===== src/rtl/inst_rom_arb_pkg.sv =====
// inst_rom_arb_pkg: shared constants and types for the instruction ROM arbiter.
//   ADDR_W / DATA_W   instruction address and data bus widths
//   WAIT_W            width of the debug wait counter (holds 1..15)
//   owner_e           owner FSM encoding (who the ROM response belongs to)
//   addr_misaligned   true when a byte address is not word aligned
package inst_rom_arb_pkg;

    localparam int ADDR_W           = 32;
    localparam int DATA_W           = 32;
    localparam int WAIT_W           = 4;
    localparam int DBG_WAIT_MAX_DEF = 4;

    localparam logic [DATA_W-1:0] ZERO_WORD    = '0;
    localparam logic              CHIP_ENABLE  = 1'b1;
    localparam logic              CHIP_DISABLE = 1'b0;

    typedef enum logic [1:0] {
        OWN_IDLE = 2'd0,
        OWN_CPU  = 2'd1,
        OWN_DBG  = 2'd2
    } owner_e;

    function automatic logic addr_misaligned(input logic [ADDR_W-1:0] addr);
        return addr[1:0] != 2'b00;
    endfunction

endpackage


===== src/rtl/inst_rom_arb_if.sv =====
// inst_rom_arb_if: bundles the CPU fetch port, debug read port and ROM port.
//   slave  : arbiter view (takes requests and ROM data, drives grants/responses/ROM)
//   master : environment view (CPU, debug loader and ROM together)
interface inst_rom_arb_if;
    import inst_rom_arb_pkg::*;

    logic              cpu_ce;
    logic [ADDR_W-1:0] cpu_addr;
    logic              cpu_stall;
    logic [DATA_W-1:0] cpu_inst;
    logic              cpu_rvalid;

    logic              dbg_req;
    logic [ADDR_W-1:0] dbg_addr;
    logic              dbg_gnt;
    logic [DATA_W-1:0] dbg_rdata;
    logic              dbg_rvalid;
    logic              dbg_err;

    logic              rom_ce;
    logic [ADDR_W-1:0] rom_addr;
    logic [DATA_W-1:0] rom_inst;

    modport slave (
        input  cpu_ce, cpu_addr, dbg_req, dbg_addr, rom_inst,
        output cpu_stall, cpu_inst, cpu_rvalid,
        output dbg_gnt, dbg_rdata, dbg_rvalid, dbg_err,
        output rom_ce, rom_addr
    );

    modport master (
        output cpu_ce, cpu_addr, dbg_req, dbg_addr, rom_inst,
        input  cpu_stall, cpu_inst, cpu_rvalid,
        input  dbg_gnt, dbg_rdata, dbg_rvalid, dbg_err,
        input  rom_ce, rom_addr
    );

endinterface


===== src/rtl/inst_rom_arb.sv =====
// inst_rom_arb: shares one combinational instruction ROM between the CPU fetch
// port and a debug/loader read port. Grant is decided in the request cycle;
// the response appears exactly one cycle later on the owning port.
//   clk  : sole clock, rising edge
//   rst  : synchronous active-high reset
//   bus  : inst_rom_arb_if.slave (CPU port, debug port, ROM port)
// Parameter DBG_WAIT_MAX (1..15): cycles a blocked debug request waits before
// it is forced ahead of the CPU.
module inst_rom_arb
    import inst_rom_arb_pkg::*;
#(
    parameter int DBG_WAIT_MAX = DBG_WAIT_MAX_DEF
) (
    input  logic            clk,
    input  logic            rst,
    inst_rom_arb_if.slave   bus
);

    localparam logic [WAIT_W-1:0] WAIT_MAX = WAIT_W'(DBG_WAIT_MAX);

    function automatic logic [WAIT_W-1:0] sat_inc(input logic [WAIT_W-1:0] v);
        return (v >= WAIT_MAX) ? WAIT_MAX : v + WAIT_W'(1);
    endfunction

    owner_e            owner_q, owner_d;
    logic [WAIT_W-1:0] wait_cnt;
    logic              dbg_force, cpu_grant, dbg_grant, dbg_mis;
    logic [DATA_W-1:0] cpu_inst_p1, dbg_rdata_p1;
    logic              dbg_err_p1;

    // Stage 0: combinational arbitration and ROM drive
    always_comb begin
        dbg_force = bus.dbg_req && (wait_cnt == WAIT_MAX);
        cpu_grant = !rst && bus.cpu_ce && !dbg_force;
        dbg_grant = !rst && bus.dbg_req && !cpu_grant;
        dbg_mis   = addr_misaligned(bus.dbg_addr);

        bus.cpu_stall = !rst && bus.cpu_ce && !cpu_grant;
        bus.dbg_gnt   = dbg_grant;

        bus.rom_ce   = CHIP_DISABLE;
        bus.rom_addr = ZERO_WORD;
        if (cpu_grant) begin
            // Word fetch: low address bits are dropped rather than checked.
            bus.rom_ce   = CHIP_ENABLE;
            bus.rom_addr = bus.cpu_addr & ~ADDR_W'(3);
        end else if (dbg_grant && !dbg_mis) begin
            bus.rom_ce   = CHIP_ENABLE;
            bus.rom_addr = bus.dbg_addr;
        end
    end

    always_ff @(posedge clk) begin
        if (rst) begin
            wait_cnt <= '0;
        end else if (!bus.dbg_req || dbg_grant) begin
            wait_cnt <= '0;
        end else begin
            wait_cnt <= sat_inc(wait_cnt);
        end
    end

    // Stage 1: response capture; each port keeps its last captured word
    always_ff @(posedge clk) begin
        if (rst) begin
            cpu_inst_p1  <= ZERO_WORD;
            dbg_rdata_p1 <= ZERO_WORD;
            dbg_err_p1   <= 1'b0;
        end else begin
            if (cpu_grant) cpu_inst_p1 <= bus.rom_inst;
            if (dbg_grant) dbg_rdata_p1 <= dbg_mis ? ZERO_WORD : bus.rom_inst;
            dbg_err_p1 <= dbg_grant && dbg_mis;
        end
    end

    // Owner FSM: state register
    always_ff @(posedge clk) begin
        if (rst) owner_q <= OWN_IDLE;
        else     owner_q <= owner_d;
    end

    // Owner FSM: next state follows this cycle's grant
    always_comb begin
        owner_d = OWN_IDLE;
        if (cpu_grant)      owner_d = OWN_CPU;
        else if (dbg_grant) owner_d = OWN_DBG;
    end

    // Owner FSM: outputs. Gating with rst drops a response whose grant was
    // in the cycle just before reset, and forces zeroed data while in reset.
    always_comb begin
        bus.cpu_rvalid = !rst && (owner_q == OWN_CPU);
        bus.dbg_rvalid = !rst && (owner_q == OWN_DBG);
        bus.dbg_err    = !rst && (owner_q == OWN_DBG) && dbg_err_p1;
        bus.cpu_inst   = rst ? ZERO_WORD : cpu_inst_p1;
        bus.dbg_rdata  = rst ? ZERO_WORD : dbg_rdata_p1;
    end

endmodule

===== src/flat_wrapper.sv =====
// flat-port wrapper written by rule: the top's interface ports become plain ports
module inst_rom_arb_flat import inst_rom_arb_pkg::*;
#(
    parameter int DBG_WAIT_MAX = DBG_WAIT_MAX_DEF
)
  (clk, rst, bus_cpu_ce, bus_cpu_addr, bus_dbg_req, bus_dbg_addr, bus_rom_inst, bus_cpu_stall, bus_cpu_inst, bus_cpu_rvalid, bus_dbg_gnt, bus_dbg_rdata, bus_dbg_rvalid, bus_dbg_err, bus_rom_ce, bus_rom_addr);
  inst_rom_arb_if bus_i ();
  input  logic clk;
  input  logic rst;
  input wire logic [$bits(bus_i.cpu_ce)-1:0] bus_cpu_ce;
  input wire logic [$bits(bus_i.cpu_addr)-1:0] bus_cpu_addr;
  input wire logic [$bits(bus_i.dbg_req)-1:0] bus_dbg_req;
  input wire logic [$bits(bus_i.dbg_addr)-1:0] bus_dbg_addr;
  input wire logic [$bits(bus_i.rom_inst)-1:0] bus_rom_inst;
  output wire logic [$bits(bus_i.cpu_stall)-1:0] bus_cpu_stall;
  output wire logic [$bits(bus_i.cpu_inst)-1:0] bus_cpu_inst;
  output wire logic [$bits(bus_i.cpu_rvalid)-1:0] bus_cpu_rvalid;
  output wire logic [$bits(bus_i.dbg_gnt)-1:0] bus_dbg_gnt;
  output wire logic [$bits(bus_i.dbg_rdata)-1:0] bus_dbg_rdata;
  output wire logic [$bits(bus_i.dbg_rvalid)-1:0] bus_dbg_rvalid;
  output wire logic [$bits(bus_i.dbg_err)-1:0] bus_dbg_err;
  output wire logic [$bits(bus_i.rom_ce)-1:0] bus_rom_ce;
  output wire logic [$bits(bus_i.rom_addr)-1:0] bus_rom_addr;
  assign bus_i.cpu_ce = bus_cpu_ce;
  assign bus_i.cpu_addr = bus_cpu_addr;
  assign bus_i.dbg_req = bus_dbg_req;
  assign bus_i.dbg_addr = bus_dbg_addr;
  assign bus_i.rom_inst = bus_rom_inst;
  assign bus_cpu_stall = bus_i.cpu_stall;
  assign bus_cpu_inst = bus_i.cpu_inst;
  assign bus_cpu_rvalid = bus_i.cpu_rvalid;
  assign bus_dbg_gnt = bus_i.dbg_gnt;
  assign bus_dbg_rdata = bus_i.dbg_rdata;
  assign bus_dbg_rvalid = bus_i.dbg_rvalid;
  assign bus_dbg_err = bus_i.dbg_err;
  assign bus_rom_ce = bus_i.rom_ce;
  assign bus_rom_addr = bus_i.rom_addr;
  inst_rom_arb #(.DBG_WAIT_MAX(DBG_WAIT_MAX)) u_core (.clk(clk), .rst(rst), .bus(bus_i));
endmodule

===== config.mk =====
export PLATFORM = sky130hd
export DESIGN_NAME = inst_rom_arb_flat
export DESIGN_NICKNAME = d
export VERILOG_FILES = /design/src/rtl/inst_rom_arb_pkg.sv /design/src/rtl/inst_rom_arb_if.sv /design/src/rtl/inst_rom_arb.sv /design/src/flat_wrapper.sv
export SDC_FILE = /design/constraint.sdc
export NUM_CORES = 1
export LEC_CHECK = 0
export BUFFER_PORTS_ARGS = -buffer_cell sky130_fd_sc_hd__buf_2
export CAP_MARGIN = 20
export CORE_MARGIN = 2
export CORE_UTILIZATION = 39
export DETAILED_ROUTE_END_ITERATION = 10
export PLACE_DENSITY = 0.76
export SLEW_MARGIN = 20
export SYNTH_ARGS = -nofsm -noshare
export SYNTH_HDL_FRONTEND = slang
export SYNTH_SLANG_ARGS = --single-unit

===== constraint.sdc =====
create_clock -name clk -period 1.67 [get_ports clk]
set_input_delay 0.0835 -clock clk [delete_from_list [all_inputs] [get_ports clk]]
set_output_delay 0.0835 -clock clk [all_outputs]
set_load 0.005 [all_outputs]

* Word-level counts from Yosys, hierarchy flattened
Index checks and enable logic that the tools add are counted.
** Word-level totals
- Bits in registers :: 71
- Input bits :: 100
- Output and inout port bits :: 102
- Logic and storage cells :: 43
** Cells by class
- Add/subtract/negate cells :: 1
- Magnitude comparators :: 1
- Eq/ne operators :: 3
- Muxes and demuxes :: 10
- Reduce and logical (&&, ||, !) cells :: 21
** Operators with widths (count)
- two-way mux 32 bit :: 5
- logical AND 1 bit :: 11
- logical NOT 1 bit :: 5
- adder 4 x 1 -> 4 bit (second input constant) :: 1
- equality test 4 x 3 -> 1 bit (second input constant) :: 1
- greater-or-equal comparator 4 x 3 -> 1 bit (second input constant) :: 1
- OR reduction 2 bit :: 2
- two-way mux 1 bit :: 3
- two-way mux 3 bit :: 1
- OR reduction 3 bit :: 1
- equality test 2 x 1 -> 1 bit (second input constant) :: 1
- equality test 2 bit (second input constant) :: 1
- two-way mux 2 bit :: 1
- nonzero test 2 bit :: 1
- logical OR 1 bit :: 1

* Longest topological paths before layout
- Depth in word-level cells :: 9
- Gate-level depth with buffers :: 7

* Worst setup path after synthesis
No wires, ideal clock.
- Kind :: register to register
- Start :: reg u_core.wait_cnt[0]
- End :: reg u_core.dbg_rdata_p1[10]
- Setup time :: 0.121 ns
- Arrival :: 1.575 ns
- Required time :: 1.549 ns
- Path slack :: -0.026 ns
- Cell stages (with the launch flop) :: 7
- Buffers on the path :: 1
- Clock period less this slack :: 1.696 ns
- Cells stage by stage :: dfxtp_1 > inv_1 > ha_1 > nand3b_4 > a211oi_4 > buf_6 > mux2_2
** On the way
- Word-level cells in the longest chain between the ends :: 6
** RTL lines
- start: declaration :: RTL line inst_rom_arb.sv:26 : logic [WAIT_W-1:0] wait_cnt;
- start signal: assignment :: RTL line inst_rom_arb.sv:59 : wait_cnt <= sat_inc(wait_cnt);
- equality test 4 x 3 -> 1 bit :: RTL line inst_rom_arb.sv:33 : dbg_force = bus.dbg_req && (wait_cnt == WAIT_MAX);
- logical AND 1 bit :: RTL line inst_rom_arb.sv:33
- logical NOT 1 bit :: RTL line inst_rom_arb.sv:34 : cpu_grant = !rst && bus.cpu_ce && !dbg_force;
- logical AND 1 bit :: RTL line inst_rom_arb.sv:34
- logical NOT 1 bit :: RTL line inst_rom_arb.sv:35 : dbg_grant = !rst && bus.dbg_req && !cpu_grant;
- logical AND 1 bit :: RTL line inst_rom_arb.sv:35
- end signal: assignment :: RTL line inst_rom_arb.sv:71 : if (dbg_grant) dbg_rdata_p1 <= dbg_mis ? ZERO_WORD : bus.rom_inst;
- end: declaration :: RTL line inst_rom_arb.sv:28 : logic [DATA_W-1:0] cpu_inst_p1, dbg_rdata_p1;
No other way between the ends.
A chain may end at the register's enable or synchronous reset.

* Worst setup path after layout
- Start :: reg u_core.wait_cnt[1]
- End :: out bus_rom_addr[10]
** On the way
- Word-level cells in the longest chain between the ends :: 9
** RTL lines
- equality test 4 x 3 -> 1 bit (*) :: RTL line inst_rom_arb.sv:33
- logical AND 1 bit (*) :: RTL line inst_rom_arb.sv:33
- logical NOT 1 bit (*) :: RTL line inst_rom_arb.sv:34
- logical AND 1 bit (*) :: RTL line inst_rom_arb.sv:34
- logical NOT 1 bit :: RTL line inst_rom_arb.sv:35
- logical AND 1 bit :: RTL line inst_rom_arb.sv:35
- logical AND 1 bit :: RTL line inst_rom_arb.sv:47 : end else if (dbg_grant && !dbg_mis) begin
- two-way mux 32 bit :: RTL line inst_rom_arb.sv:47
- two-way mux 32 bit (*) :: RTL line inst_rom_arb.sv:43 : if (cpu_grant) begin
- end: declaration :: RTL line flat_wrapper.sv:23 : output wire logic [$bits(bus_i.rom_addr)-1:0] bus_rom_addr;
Mark *: on every way between the ends. The rest lies on a longest branch, timed or not.

==> results by group <==
Power and ir drop
  – Final total power: 0.00407 W
  – P per Cell Area: 769 mW/mm²
  – Peak VDD IR: 0.590 mV
  – Leakage power total: 2.68 nW

Worst setup path
  – Crit path from: u_core.wait_cnt[1]
  – Crit path to: bus_rom_addr[10]
  – RR Endpoint: u_core.dbg_rdata_p1[19]
  – Setup CP Type: reg -> out
  – Worst Setup Start Kind: flop
  – Element type at the critical path end: primary output
  – Crit Path Max Fanout: 8
  – Reg2Reg Depth: 8
  – WP data required: 1.59 ns
  – Worst r2r src: u_core.wait_cnt[1]
  – Setup slack, reg-to-reg: -0.17 ns
  – Arr. time, crit path: 1.91 ns

Timing
  – Minimum clock period: 2.00 ns
  – Max Slew Vio Count: 0
  – Endpoints failing setup: 66
  – Final worst slack: -0.327 ns
  – Unrepaired setup endpoints after global routing: yes
  – Peak Freq: 501 MHz
  – Hold Vio Cnt, Final: 0
  – Setup TNS: -12.48 ns
  – Hold slack final: 0.0240 ns
  – Clock skew: 0.0120 ns
  – Period utilisation layout: 120%

Global routing
  – Vias in the first global route: 3247
  – Gr usage total: 18.9%
  – Gr ovfl total: 0
  – Initial antenna violation count: 0
  – First-pass GRT wire length: 15000 µm
  – Largest net degree at the start of global routing: 43

Synth
  – Share of the synthesized area in the top cell type: 42.1%
  – Register bit total from synthesis: 71
  – Ranking of synthesized cells by area: dfxtp_1 (42%), mux2_2 (21%), nor2b_1 (12%), a22o_1 (7.8%), and2_1 (6.3%)
  – Cell Area, Synth: 0.00338 mm²
  – Synth area leader: dfxtp_1
  – Post-synthesis sequential area ratio: 42.1%
  – Syn avg cell area: 10.9 µm²
  – YS warnings: 0
  – Mapped Cells: 310
  – Synth unique cells: 25

Placement
  – Final RePlAce weighted congestion: 0.783
  – IO Port Bufs: 197
  – DP HPWL: 6450 µm
  – Placed Instances: 598

Worst hold path
  – Worst hold path class: in -> reg

Route
  – Initial drt markers: 52
  – WL per Instance: 14.5 µm
  – Vias after detailed routing: 3163
  – Detailed Route WL: 9620 µm
  – # DRC: 0
  – Vias/cell: 4.77
  – Post-route ant nets: 0
  – Drt pass-1 iters: 4

Clock network
  – Max Root-Sink Buffers: 2
  – # clock sinks: 71
  – Skew-Pair Late Insertion Delay: 0.33 ns
  – Root Buffer Master: clkbuf_8
  – Clock slew at reported path FFs: 0.07 ns
  – CTS buffer count: 9
  – CTS tree: built
  – H-tree levels: 3

Flow run
  – Max Cap Viol: 0

Status
  – Failing checks: negative setup slack
  – Status: finished with violations

Die
  – Cell row count: 33
  – Initial Util: 40.7%
  – IO Count: 202
  – Total die area: 0.00943 mm²
  – Chip Width: 97.1 µm
  – DIE HEIGHT: 97.1 µm
  – Core area: 0.00830 mm²

Cells and area
  – Filler cells: 680
  – Sequential cell area: 0.00142 mm²
  – Fin cells: 663
  – Layout area overhead: 56.8%
  – Share of cells above drive strength 1: 56.1%
  – Nets: 655
  – ANT cells: 0
  – Area of the multi-input gates: 0.00182 mm²
[worst max-delay path, cell delays in order (launching register included)]
cell and delay, ns:
dfxtp_2 0.32, inv_2 0.06, ha_4 0.13, nand3b_4 0.09, a2111oi_4 0.37, buf_4 0.21
buf_12 0.13, a22o_1 0.15, buf_2 0.12
[synth_stat cells]
cell,number
nand2b_1,1
o21ba_2,1
buf_6,6
nor3_1,1
o311a_1,1
nor2_1,2
ha_1,2
and4_1,2
nand3b_4,1
inv_1,3
or2_2,2
dfxtp_1,71
mux2_1,2
conb_1,1
a211oi_4,1
and2_1,34
buf_2,10
a22o_1,30
clkbuf_1,6
buf_4,3
a211oi_1,1
nor2b_1,64
a2111oi_4,1
mux2_2,62
nor3b_1,2
[routing by layer]
metal	GRT usage (%)	up-vias	wire length (µm)	share of wire, %
li1	-	1552	-	-
met1	22.0	1481	3850	40
met2	34.2	121	5090	53
met3	5.54	9	606	6.3
met4	4.55	0	75	0.78
met5	0	-	0	0
[layout make-up]
type                    instances  area share, %
multi-input cells             213           34.3
repair buffers                255           31.6
flip-flops and latches         71           26.9
clock buffers                  11           2.48
well taps                     105           2.48
clock inverters                 5           2.01
inverters                       3          0.213
[sequential cells by signal, summed over array words and instances (netlist names)]
signal / flops
u_core.owner_q: 2
u_core.cpu_inst_p1: 32
u_core.wait_cnt: 4
u_core.dbg_rdata_p1: 32
u_core.dbg_err_p1: 1
[metrics by stage]
step | setup slack [ns] | util [%] | cell area [µm²]
finish | -0.327 | 63.8 | 5300
floorplan | 0.00152 | - | 3390
global route | -0.432 | 63.8 | 5300
detailed placement | -0.0448 | 53.5 | 4440
global placement | -0.0000124 | 53.5 | 4440
CTS | -0.329 | 62.0 | 5140
[cells by family (layout without fill, tap and decap cells)]
| logic type | count (synthesis) | after routing | share of synthesized area (%) |
|---|---|---|---|
| AO/OA/AOI/OAI | 35 | 35 | 10.0 |
| other | 1 | 3 | 0.111 |
| AND/OR/NAND/NOR | 109 | 109 | 20.6 |
| adder cells (fa/ha/maj) | 2 | 2 | 0.740 |
| multiplexers | 64 | 64 | 21.3 |
| buffers and inverters | 28 | 274 | 5.15 |
| flip-flops | 71 | 71 | 42.1 |
[report_power, final]
group	leakage (nW)	internal, W	switching (W)
Combinational	1.98	0.000399	0.000263
Sequential	0.583	0.00177	0.0000184
Clock	0.114	0.000997	0.000622
Total	2.68	0.00317	0.000904
[how the worst min path moves through the flow]
stage | start | to | slack (ns) | cells past startpoint
2_1_floorplan | bus_cpu_ce | u_core.owner_q[1] | 0.18 | 1
3_3_place_gp | bus_rom_inst[1] | u_core.cpu_inst_p1[1] | 0.31 | 2
3_5_place_dp | bus_rom_inst[1] | u_core.cpu_inst_p1[1] | 0.32 | 2
4_1_cts | bus_rom_inst[3] | u_core.cpu_inst_p1[3] | 0.0002 | 2
5_1_grt | bus_rom_inst[9] | u_core.cpu_inst_p1[9] | 0.008 | 2
6_report | bus_rom_inst[9] | u_core.cpu_inst_p1[9] | 0.02 | 2
[repair_timing]
| item | CTS | global route |
|---|---|---|
| hold buffers | 29 | 2 |
| resized for setup | 11 | 12 |
| pin swaps | 4 | 6 |
| gates cloned | 3 | 3 |
| endpoints found under the setup margin | 80 | 60 |
| hold endpoints to repair | 29 | 2 |
| buffers inserted | 8 | 4 |
[cells in the final DEF (no fill, tap or decap), drive strengths merged]
cell         count
nor3             1
nor2             2
dlygate4sd3     31
clkbuf          13
a2111oi          1
nor2b           64
nor3b            2
a22o            30
dfxtp           71
ha               2
or2              2
buf            222
nand3b           1
and4             2
o21ba            1
mux2            64
o311a            1
clkinv           1
bufinv           3
conb             3
clkinvlp         1
nand2b           1
a211oi           2
and2            34
inv              3
(Power assumes the default switching activity.)
